$ cat config.mk
export PLATFORM = sky130hd
export DESIGN_NAME = mprj_wb_timeout_bridge
export DESIGN_NICKNAME = d
export VERILOG_FILES = /design/src/rtl/mprj_wb_pkg.sv /design/src/rtl/mprj_wb_timer.sv /design/src/rtl/mprj_wb_timeout_bridge.sv
export SDC_FILE = /design/constraint.sdc
export NUM_CORES = 1
export LEC_CHECK = 0
export ABC_AREA = 1
export CORE_MARGIN = 2
export CORE_UTILIZATION = 30
export DETAILED_ROUTE_END_ITERATION = 12
export SETUP_SLACK_MARGIN = 0.3
export SYNTH_ARGS = -nofsm -noshare
export SYNTH_HDL_FRONTEND = slang
export SYNTH_SLANG_ARGS = --single-unit
$ cat constraint.sdc
create_clock -name core_clk -period 2.3 [get_ports core_clk]
set_clock_uncertainty 0.15 [all_clocks]
set_input_delay 0.46 -clock core_clk [delete_from_list [all_inputs] [get_ports core_clk]]
set_output_delay 0.46 -clock core_clk [all_outputs]
set_load 0.05 [all_outputs]
$ cat src/rtl/mprj_wb_pkg.sv
// Shared definitions for the management-to-user Wishbone timeout bridge:
// the bridge state encoding and the default word returned for aborted reads.
package mprj_wb_pkg;

    typedef enum logic [1:0] {
        IDLE  = 2'd0,
        REQ   = 2'd1,
        ABORT = 2'd2,
        RESP  = 2'd3
    } state_t;

    localparam logic [31:0] DEFAULT_TIMEOUT_DATA = 32'hDEAD_BEEF;

    localparam int BUS_DW = 32;
    localparam int BUS_AW = 32;
    localparam int BUS_SW = 4;

endpackage

$ cat src/rtl/mprj_wb_timer.sv
// Saturating cycle counter that watches how long the user side has held a
// request. expire is high once the count reaches TIMEOUT_CYCLES-1, which is
// the last cycle a request may stay open before the bridge gives up.
module mprj_wb_timer #(
    parameter int TIMEOUT_CYCLES = 255
) (
    input  logic clk,
    input  logic rst_n,
    input  logic clear,
    input  logic enable,
    output logic expire
);

    localparam int CW = $clog2(TIMEOUT_CYCLES + 1);
    localparam logic [CW-1:0] LAST = CW'(TIMEOUT_CYCLES - 1);

    logic [CW-1:0] count;

    // Count REQ cycles; clear wins, and the count holds at LAST instead of wrapping.
    always_ff @(posedge clk or negedge rst_n) begin
        if (!rst_n) begin
            count <= '0;
        end else if (clear) begin
            count <= '0;
        end else if (enable && (count != LAST)) begin
            count <= count + CW'(1);
        end
    end

    assign expire = (count == LAST);

endmodule

$ cat src/rtl/mprj_wb_timeout_bridge.sv
// Registered Wishbone bridge from the management core's exported user bus to
// the user project area. A user design that never acks is cut off after
// TIMEOUT_CYCLES and the CPU gets TIMEOUT_DATA instead of hanging.
// Optional sticky timeout flag: define MPRJ_WB_TIMEOUT_IRQ_EN.
module mprj_wb_timeout_bridge
    import mprj_wb_pkg::*;
#(
    parameter int          TIMEOUT_CYCLES = 255,
    parameter logic [31:0] TIMEOUT_DATA   = DEFAULT_TIMEOUT_DATA
) (
    input  logic              core_clk,
    input  logic              core_rstn,
    input  logic              mprj_wb_iena,
    input  logic              mprj_cyc_i,
    input  logic              mprj_stb_i,
    input  logic              mprj_we_i,
    input  logic [BUS_SW-1:0] mprj_sel_i,
    input  logic [BUS_AW-1:0] mprj_adr_i,
    input  logic [BUS_DW-1:0] mprj_dat_i,
    output logic              mprj_ack_o,
    output logic [BUS_DW-1:0] mprj_dat_o,
    output logic              u_cyc_o,
    output logic              u_stb_o,
    output logic              u_we_o,
    output logic [BUS_SW-1:0] u_sel_o,
    output logic [BUS_AW-1:0] u_adr_o,
    output logic [BUS_DW-1:0] u_dat_o,
    input  logic              u_ack_i,
    input  logic [BUS_DW-1:0] u_dat_i,
    input  logic              timeout_clr,
    output logic              timeout_irq
);

    state_t state;
    logic   abort_timeout;
    logic   expire;
    logic   timer_clear;
    logic   timer_enable;

    mprj_wb_timer #(
        .TIMEOUT_CYCLES(TIMEOUT_CYCLES)
    ) u_timer (
        .clk   (core_clk),
        .rst_n (core_rstn),
        .clear (timer_clear),
        .enable(timer_enable),
        .expire(expire)
    );

    // Advance the timer while a request waits in REQ and reset it on the way out.
    always_comb begin
        timer_clear  = 1'b0;
        timer_enable = 1'b0;
        if (state == REQ) begin
            if (u_ack_i || !mprj_cyc_i || expire) begin
                timer_clear = 1'b1;
            end else begin
                timer_enable = 1'b1;
            end
        end
    end

    // Bridge FSM; every bus output is registered here so the user side sees clean timing.
    always_ff @(posedge core_clk or negedge core_rstn) begin
        if (!core_rstn) begin
            state         <= IDLE;
            abort_timeout <= 1'b0;
            mprj_ack_o    <= 1'b0;
            mprj_dat_o    <= '0;
            u_cyc_o       <= 1'b0;
            u_stb_o       <= 1'b0;
            u_we_o        <= 1'b0;
            u_sel_o       <= '0;
            u_adr_o       <= '0;
            u_dat_o       <= '0;
        end else begin
            mprj_ack_o <= 1'b0;
            case (state)
                IDLE: begin
                    if (mprj_cyc_i && mprj_stb_i) begin
                        if (mprj_wb_iena) begin
                            u_cyc_o <= 1'b1;
                            u_stb_o <= 1'b1;
                            u_we_o  <= mprj_we_i;
                            u_sel_o <= mprj_sel_i;
                            u_adr_o <= mprj_adr_i;
                            u_dat_o <= mprj_dat_i;
                            state   <= REQ;
                        end else begin
                            mprj_dat_o <= TIMEOUT_DATA;
                            mprj_ack_o <= 1'b1;
                            state      <= RESP;
                        end
                    end
                end
                REQ: begin
                    if (u_ack_i) begin
                        mprj_dat_o <= u_we_o ? '0 : u_dat_i;
                        mprj_ack_o <= 1'b1;
                        u_cyc_o    <= 1'b0;
                        u_stb_o    <= 1'b0;
                        state      <= RESP;
                    end else if (!mprj_cyc_i) begin
                        u_cyc_o       <= 1'b0;
                        u_stb_o       <= 1'b0;
                        abort_timeout <= 1'b0;
                        state         <= ABORT;
                    end else if (expire) begin
                        u_cyc_o       <= 1'b0;
                        u_stb_o       <= 1'b0;
                        abort_timeout <= 1'b1;
                        state         <= ABORT;
                    end
                end
                ABORT: begin
                    if (abort_timeout) begin
                        mprj_dat_o <= TIMEOUT_DATA;
                        mprj_ack_o <= 1'b1;
                        state      <= RESP;
                    end else begin
                        state <= IDLE;
                    end
                end
                RESP: begin
                    state <= IDLE;
                end
                default: begin
                    state <= IDLE;
                end
            endcase
        end
    end

`ifdef MPRJ_WB_TIMEOUT_IRQ_EN
    // Sticky flag raised by a counter timeout; a new timeout beats a clear in the same cycle.
    always_ff @(posedge core_clk or negedge core_rstn) begin
        if (!core_rstn) begin
            timeout_irq <= 1'b0;
        end else if ((state == ABORT) && abort_timeout) begin
            timeout_irq <= 1'b1;
        end else if (timeout_clr) begin
            timeout_irq <= 1'b0;
        end
    end
`else
    logic unused_timeout_clr;

    assign unused_timeout_clr = timeout_clr;
    assign timeout_irq        = 1'b0;
`endif

endmodule
==> impl_metrics.csv, run 1 <==
group,metric,value,unit
floorplan,die_h,130.9,um
floorplan,die_area,17120,sq um
synth,syn_avg_cell_area,8.410,sq um
place,gp_congestion,0.8200,
min_path,hp-class,"flop to flop",
grt,grt_max_degree,71,
setup_path,cpLargestDelayFamily,"buffers and inverters",
finish,nets,895,
clocking,clk_pin_slew,60,ps
synth,netlist_area,4827,sq um
detailed_routing,drt_iter0_markers,130,
finish,layout_common_cells,"dfrtp_1 (114), inv_1 (107), clkdlybuf4s50_1 (105)",
power,p_per_area,1589,nW/um^2
grt,grt.total_usage,15.91,%
timing,timing.hold.ws,324.4,ps
setup_path,setup.worst_path.class,"flop to output pin",
power,peakVddDrop,815.7,uV
timing,timing.final.crit_share,84.62,%
synth,synth_fp_nets,684,
synth,synthDistinctLibCells,25,
clocking,cts-buffers-inserted,17,
timing,tns,0,ps
timing,drv_slew,0,
timing,setup_viol,0,
timing,hold_viol,0,
clocking,clock_latency,410,ps
synth,yosys.area_share.simple,16.87,%
grt,antenna_found_initial,0,
detailed_routing,ant_nets,0,
floorplan,initial_core_util,30.50,%
setup_path,crit_path_start_kind,"flop",
timing,maxSlewHeadroom,62.62,%
floorplan,dieWidth,130.9,um
grt,grt_pass1_wl,20900,um
timing,rsz0062_at_grt,"yes",
synth,synth_xor_area_share,0.3629,%
setup_path,crit_cells,1,
timing,max_slew.worst_pin.slew,558.7,ps
setup_path,critical_path_arrival,1340,ps
finish,num_antenna_cells,0,
clocking,cts_buffer_depth,2,
grt,grt.overflow.total,0,
grt,grt_pass1_vias,4257,
timing,layout_min_cycle_time,1946,ps
synth,synth_top_family_by_area,"simple AND/OR/NAND/NOR gates",
run_status,status,"completed",
job,drv_cap,0,
synth,synth_compound_area_share,11.72,%
floorplan,rows,46,
detailed_routing,wl_per_cell,13.04,um
place,port-buffer-count,210,
setup_path,cpMaxStageDelayCell,"dlygate4sd2_1",
clocking,htreeDepth,4,
finish,area_growth,59.80,%
synth,ys_seq_area_share,59.10,%
setup_path,required,1690,ps
setup_path,r2r_cells,9,
synth,syn_inst,574,
detailed_routing,wirelength,13220,um
timing,fmax,0.5138,GHz
clocking,cts_setup_buffers,0,
detailed_routing,drc,0,
place,hpwl,9431,um
setup_path,cp-end-kind,"output pin",
detailed_routing,via_per_inst,4.269,
clocking,clockRootBuffer,"clkbuf_16",
setup_path,worstPathMaxFanout,2,
floorplan,pin_count,213,
setup_path,cp_slowest_stage_delay,580,ps
min_path,min_path_cells,2,
detailed_routing,first_pass_iters,5,
clocking,cts.sinks,114,
power,p_leak,3.950,nW
finish,final_common_cell,"dfrtp_1",
synth,synth.area.mux_share,0,%
finish,drive_above_1_share,5.890,%
synth,ys_warn_count,0,
setup_path,critPathBufInv,1,
synth,synthAdderAreaFrac,0.5184,%
detailed_routing,route.vias.total,4329,
setup_path,path_cells,"dlygate4sd2_1",
clocking,tritoncts,"yes",
synth,synth.ff_latch_count,114,
floorplan,core_area,15830,sq um
## cell families after synthesis
kind of cell,after synthesis
AOI/OAI and AO/OA,112
other,1
DFF,114
buffers and inverters,138
xor gates and xnor gates,2
adders and majority gates,2
and+or+nand+nor,205
## report_power, final
group	internal [mW]	switching, mW
clock network	1.87	0.920
registers	2.88	0.469
logic	1.61	4.51
## repair_timing
action / 4_1_cts / 5_1_grt
cloned: 0 / 0
endpoints found under the setup margin: 103 / 4
endpoints found under the hold margin: 27 / 0
resized for setup: 103 / 4
hold buffers: 1 / 0
## Yosys cell counts
| master | instances | share of area [%] |
|---|---|---|
| nand2_1 | 97 | 7.5 |
| dfrtp_1 | 114 | 59 |
| xnor2_1 | 1 | 0.18 |
| buf_4 | 4 | 0.62 |
| nand3b_1 | 1 | 0.16 |
| nor2_4 | 1 | 0.23 |
| a21oi_1 | 28 | 2.9 |
| ha_1 | 2 | 0.52 |
| o21ai_1 | 5 | 0.52 |
| xor2_1 | 1 | 0.18 |
| buf_2 | 6 | 0.62 |
| conb_1 | 1 | 0.078 |
| nand2_2 | 3 | 0.39 |
| inv_1 | 107 | 8.3 |
| nor2_2 | 1 | 0.13 |
| o21a_1 | 2 | 0.31 |
| nor2_1 | 85 | 6.6 |
| clkbuf_1 | 14 | 1.1 |
| inv_2 | 2 | 0.16 |
| buf_1 | 4 | 0.31 |
| nor3_1 | 2 | 0.21 |
| nand3_1 | 13 | 1.3 |
| buf_6 | 1 | 0.23 |
| o21ai_0 | 77 | 8.0 |
| nand4_1 | 2 | 0.26 |
## metrics by stage
step           utilization [%]  area [sq um]  power (mW)  setup slack [ps]  cells
5_1_grt                  48.74          7714       13.00             298.0   1014
3_5_place_dp             45.53          7206       10.12             158.6    981
3_3_place_gp             45.53          7206       10.03             228.3    981
2_1_floorplan                -          4827       7.714             640.7    574
4_1_cts                  48.70          7709       12.39             309.1   1014
6_report                 48.74          7714       12.26             353.7   1014
## per-layer routing
metal / global-route usage (%) / vias to the layer above / wire length, um
met5: 0 / - / 0
met4: 6.008 / 0 / 173
met3: 8.021 / 15 / 1423
met2: 24.63 / 172 / 6028
met1: 19.05 / 1975 / 5595
li1: - / 2167 / -
## sequential cells by signal, summed over array words and instances (netlist names)
| register | flops |
|---|---|
| mprj_ack_o | 1 |
| u_timer.count | 8 |
| state | 2 |
| mprj_dat_o | 32 |
| abort_timeout | 1 |
| u_adr_o | 32 |
| u_we_o | 1 |
| u_sel_o | 4 |
| u_dat_o | 32 |
| u_stb_o | 1 |
## layout make-up
cell class,instances,area (sq um)
flip-flops and latches,114,2853
well taps,216,270.3
clock inverters,9,153.9
repair buffers,221,2133
inverters,109,409.1
clock buffers,23,467.9
fillers,1540,8114
multi-input cells,322,1426
## path summary, 6_finish.rpt
kind,from,endpoint,slack (ps)
hold / removal,u_dat_o[15]$_DFFE_PN0P_,u_dat_o[15]$_DFFE_PN0P_,320
setup / recovery,u_dat_o[29]$_DFFE_PN0P_,u_dat_o[29],350
min in group asynchronous,core_rstn,u_dat_o[4]$_DFFE_PN0P_,390
max in group asynchronous,core_rstn,u_adr_o[22]$_DFFE_PN0P_,900
hold reg to reg,u_dat_o[15]$_DFFE_PN0P_,u_dat_o[15]$_DFFE_PN0P_,320
setup reg to reg,state[1]$_DFFE_PN0P_,mprj_dat_o[30]$_DFFE_PN0P_,570
(Power assumes the default switching activity.)
==> inputs of run 2 (changes only) <==
==> constraint.sdc (replaced) <==
create_clock -name core_clk -period 1.6 [get_ports core_clk]
set_clock_uncertainty 0.15 [all_clocks]
set_input_delay 0.32 -clock core_clk [delete_from_list [all_inputs] [get_ports core_clk]]
set_output_delay 0.32 -clock core_clk [all_outputs]
set_load 0.05 [all_outputs]
==> impl_metrics.csv, run 2 (synthesized netlist as in run 1, its figures left out) <==
group,metric,value,unit
run_status,status,"complete, but fails checks",
run_status,violations,"setup timing",
clocking,clockRootBuffer,"clkbuf_16",
timing,fmax,0.6225,GHz
setup_path,setup.worst_path.class,"primary input to flop",
setup_path,reg2reg_setup_slack,0,ps
clocking,clk_pin_slew,50,ps
timing,layout_min_cycle_time,1606,ps
grt,grt_pass1_wl,24180,um
floorplan,rows,46,
floorplan,pin_count,213,
floorplan,core_area,15830,sq um
timing,fin_ws,-6.387,ps
power,p_per_area,2437,nW/um^2
grt,antenna_found_initial,0,
detailed_routing,wirelength,17150,um
detailed_routing,drc,0,
floorplan,die_area,17120,sq um
setup_path,cp_slowest_stage_delay,510,ps
setup_path,worstPathMaxFanout,7,
setup_path,reg2reg_to,"mprj_dat_o[10]$_DFFE_PN0P_",
finish,nets,988,
finish,drive_above_1_share,43.47,%
setup_path,required,1780,ps
min_path,hp-class,"primary input to asynchronous set/reset pin",
grt,grt_max_degree,42,
setup_path,cpLargestDelayFamily,"buffers and inverters",
clocking,htreeDepth,4,
job,drv_cap,0,
finish,utilization,65.48,%
setup_path,cp-end-kind,"flop",
finish,layout_common_cells,"buf_12 (115), inv_1 (105), clkdlybuf4s50_1 (105)",
timing,setup_viol,2,
setup_path,r2r_start,"state[0]$_DFFE_PN0P_",
place,hpwl,10700,um
clocking,tritoncts,"yes",
timing,hold_viol,0,
detailed_routing,first_pass_iters,4,
floorplan,initial_core_util,30.50,%
grt,grt_pass1_vias,4841,
finish,area_growth,114.7,%
setup_path,r2r_cells,9,
finish,final_common_cell,"buf_12",
setup_path,cpMaxStageDelayCell,"clkdlybuf4s50_1",
place,port-buffer-count,210,
setup_path,critical_path_arrival,1790,ps
detailed_routing,ant_nets,0,
finish,reg_top3,"mprj_dat_o: 32 flops, u_adr_o: 32 flops, u_dat_o: 32 flops",
grt,grt.overflow.total,0,
clocking,clock_latency,410,ps
setup_path,crit_path_start_kind,"primary input",
detailed_routing,route.vias.total,4909,
timing,drv_slew,0,
power,peakVddDrop,1646,uV
detailed_routing,wl_per_cell,15.53,um
clocking,cts-buffers-inserted,17,
floorplan,die_h,130.9,um
setup_path,path_cells,"clkdlybuf4s50_1, nand2_2, o21a_4, nor2_4, buf_6, clkbuf_16, nor2_4, a21oi_2",
timing,timing.hold.ws,209.0,ps
timing,rsz0062_at_grt,"yes",
finish,fill_cells,1163,
finish,num_antenna_cells,0,
clocking,cts_buffer_depth,2,
place,gp_congestion,0.8045,
floorplan,dieWidth,130.9,um
detailed_routing,drt_iter0_markers,214,
setup_path,critPathBufInv,3,
grt,grt.total_usage,18.64,%
power,p_leak,4.909,nW
timing,timing.final.crit_share,100.4,%
clocking,cts.sinks,114,
detailed_routing,via_per_inst,4.447,
setup_path,path_common_cell,"nor2_4",
==> run 2: final cells by class <==
type | count | area, sq um | area share, %
multi-input combinational | 322 | 2014 | 19.44
sequential | 114 | 2885 | 27.84
clock inverter | 6 | 30.03 | 0.2897
inverter | 109 | 414.1 | 3.996
timing repair buffer | 314 | 4242 | 40.93
tap | 216 | 270.3 | 2.608
clock buffer | 23 | 508.0 | 4.902
==> run 2: per-layer routing <==
| layer | vias up | track usage (%) | share of wire [%] |
|---|---|---|---|
| met2 | 199 | 31.43 | 52 |
| met5 | - | 0 | 0 |
| li1 | 2350 | - | - |
| met1 | 2328 | 20.40 | 36 |
| met3 | 32 | 8.632 | 9.1 |
| met4 | 0 | 7.572 | 2.5 |
==> run 2: what timing repair did <==
action / CTS / global route
buffers inserted: 27 / 44
gates resized for setup: 107 / 136
hold buffers: 1 / 0
gates cloned: 4 / 4
setup endpoints to repair: 218 / 218
pin swaps: 10 / 17
hold endpoints to repair: 114 / 0
==> run 2: worst max path at each step <==
stage | depth (start not counted) | slack [ps] | from | to
after CTS | 7 | 20 | state[1]$_DFFE_PN0P_ | u_dat_o[28]$_DFFE_PN0P_
after global routing | 7 | -90 | state[1]$_DFFE_PN0P_ | u_dat_o[25]$_DFFE_PN0P_
after floorplan | 6 | 160 | state[0]$_DFFE_PN0P_ | u_adr_o[0]$_DFFE_PN0P_
final | 8 | -6 | mprj_cyc_i | mprj_dat_o[10]$_DFFE_PN0P_
after global placement | 7 | -290 | mprj_cyc_i | mprj_dat_o[8]$_DFFE_PN0P_
after detailed placement | 7 | -380 | mprj_cyc_i | mprj_dat_o[10]$_DFFE_PN0P_
==> run 2: metrics by stage <==
stage | instance area [sq um] | TNS (ps) | power, mW | setup slack, ps | cells
6_report | 10360 | -10.27 | 25.25 | -6.387 | 1104
5_1_grt | 10360 | -2286 | 26.32 | -87.99 | 1104
4_1_cts | 9533 | 0 | 23.28 | 15.12 | 1056
3_5_place_dp | 8412 | -22630 | 17.94 | -376.5 | 995
3_3_place_gp | 8412 | -20910 | 17.68 | -288.6 | 995
2_1_floorplan | 4877 | 0 | 11.23 | 162.2 | 574
==> run 2: where the power goes <==
part	switching (mW)	total [mW]	internal [mW]
registers	1.47	5.66	4.19
logic	8.24	16.2	7.93
clock network	1.25	3.43	2.18
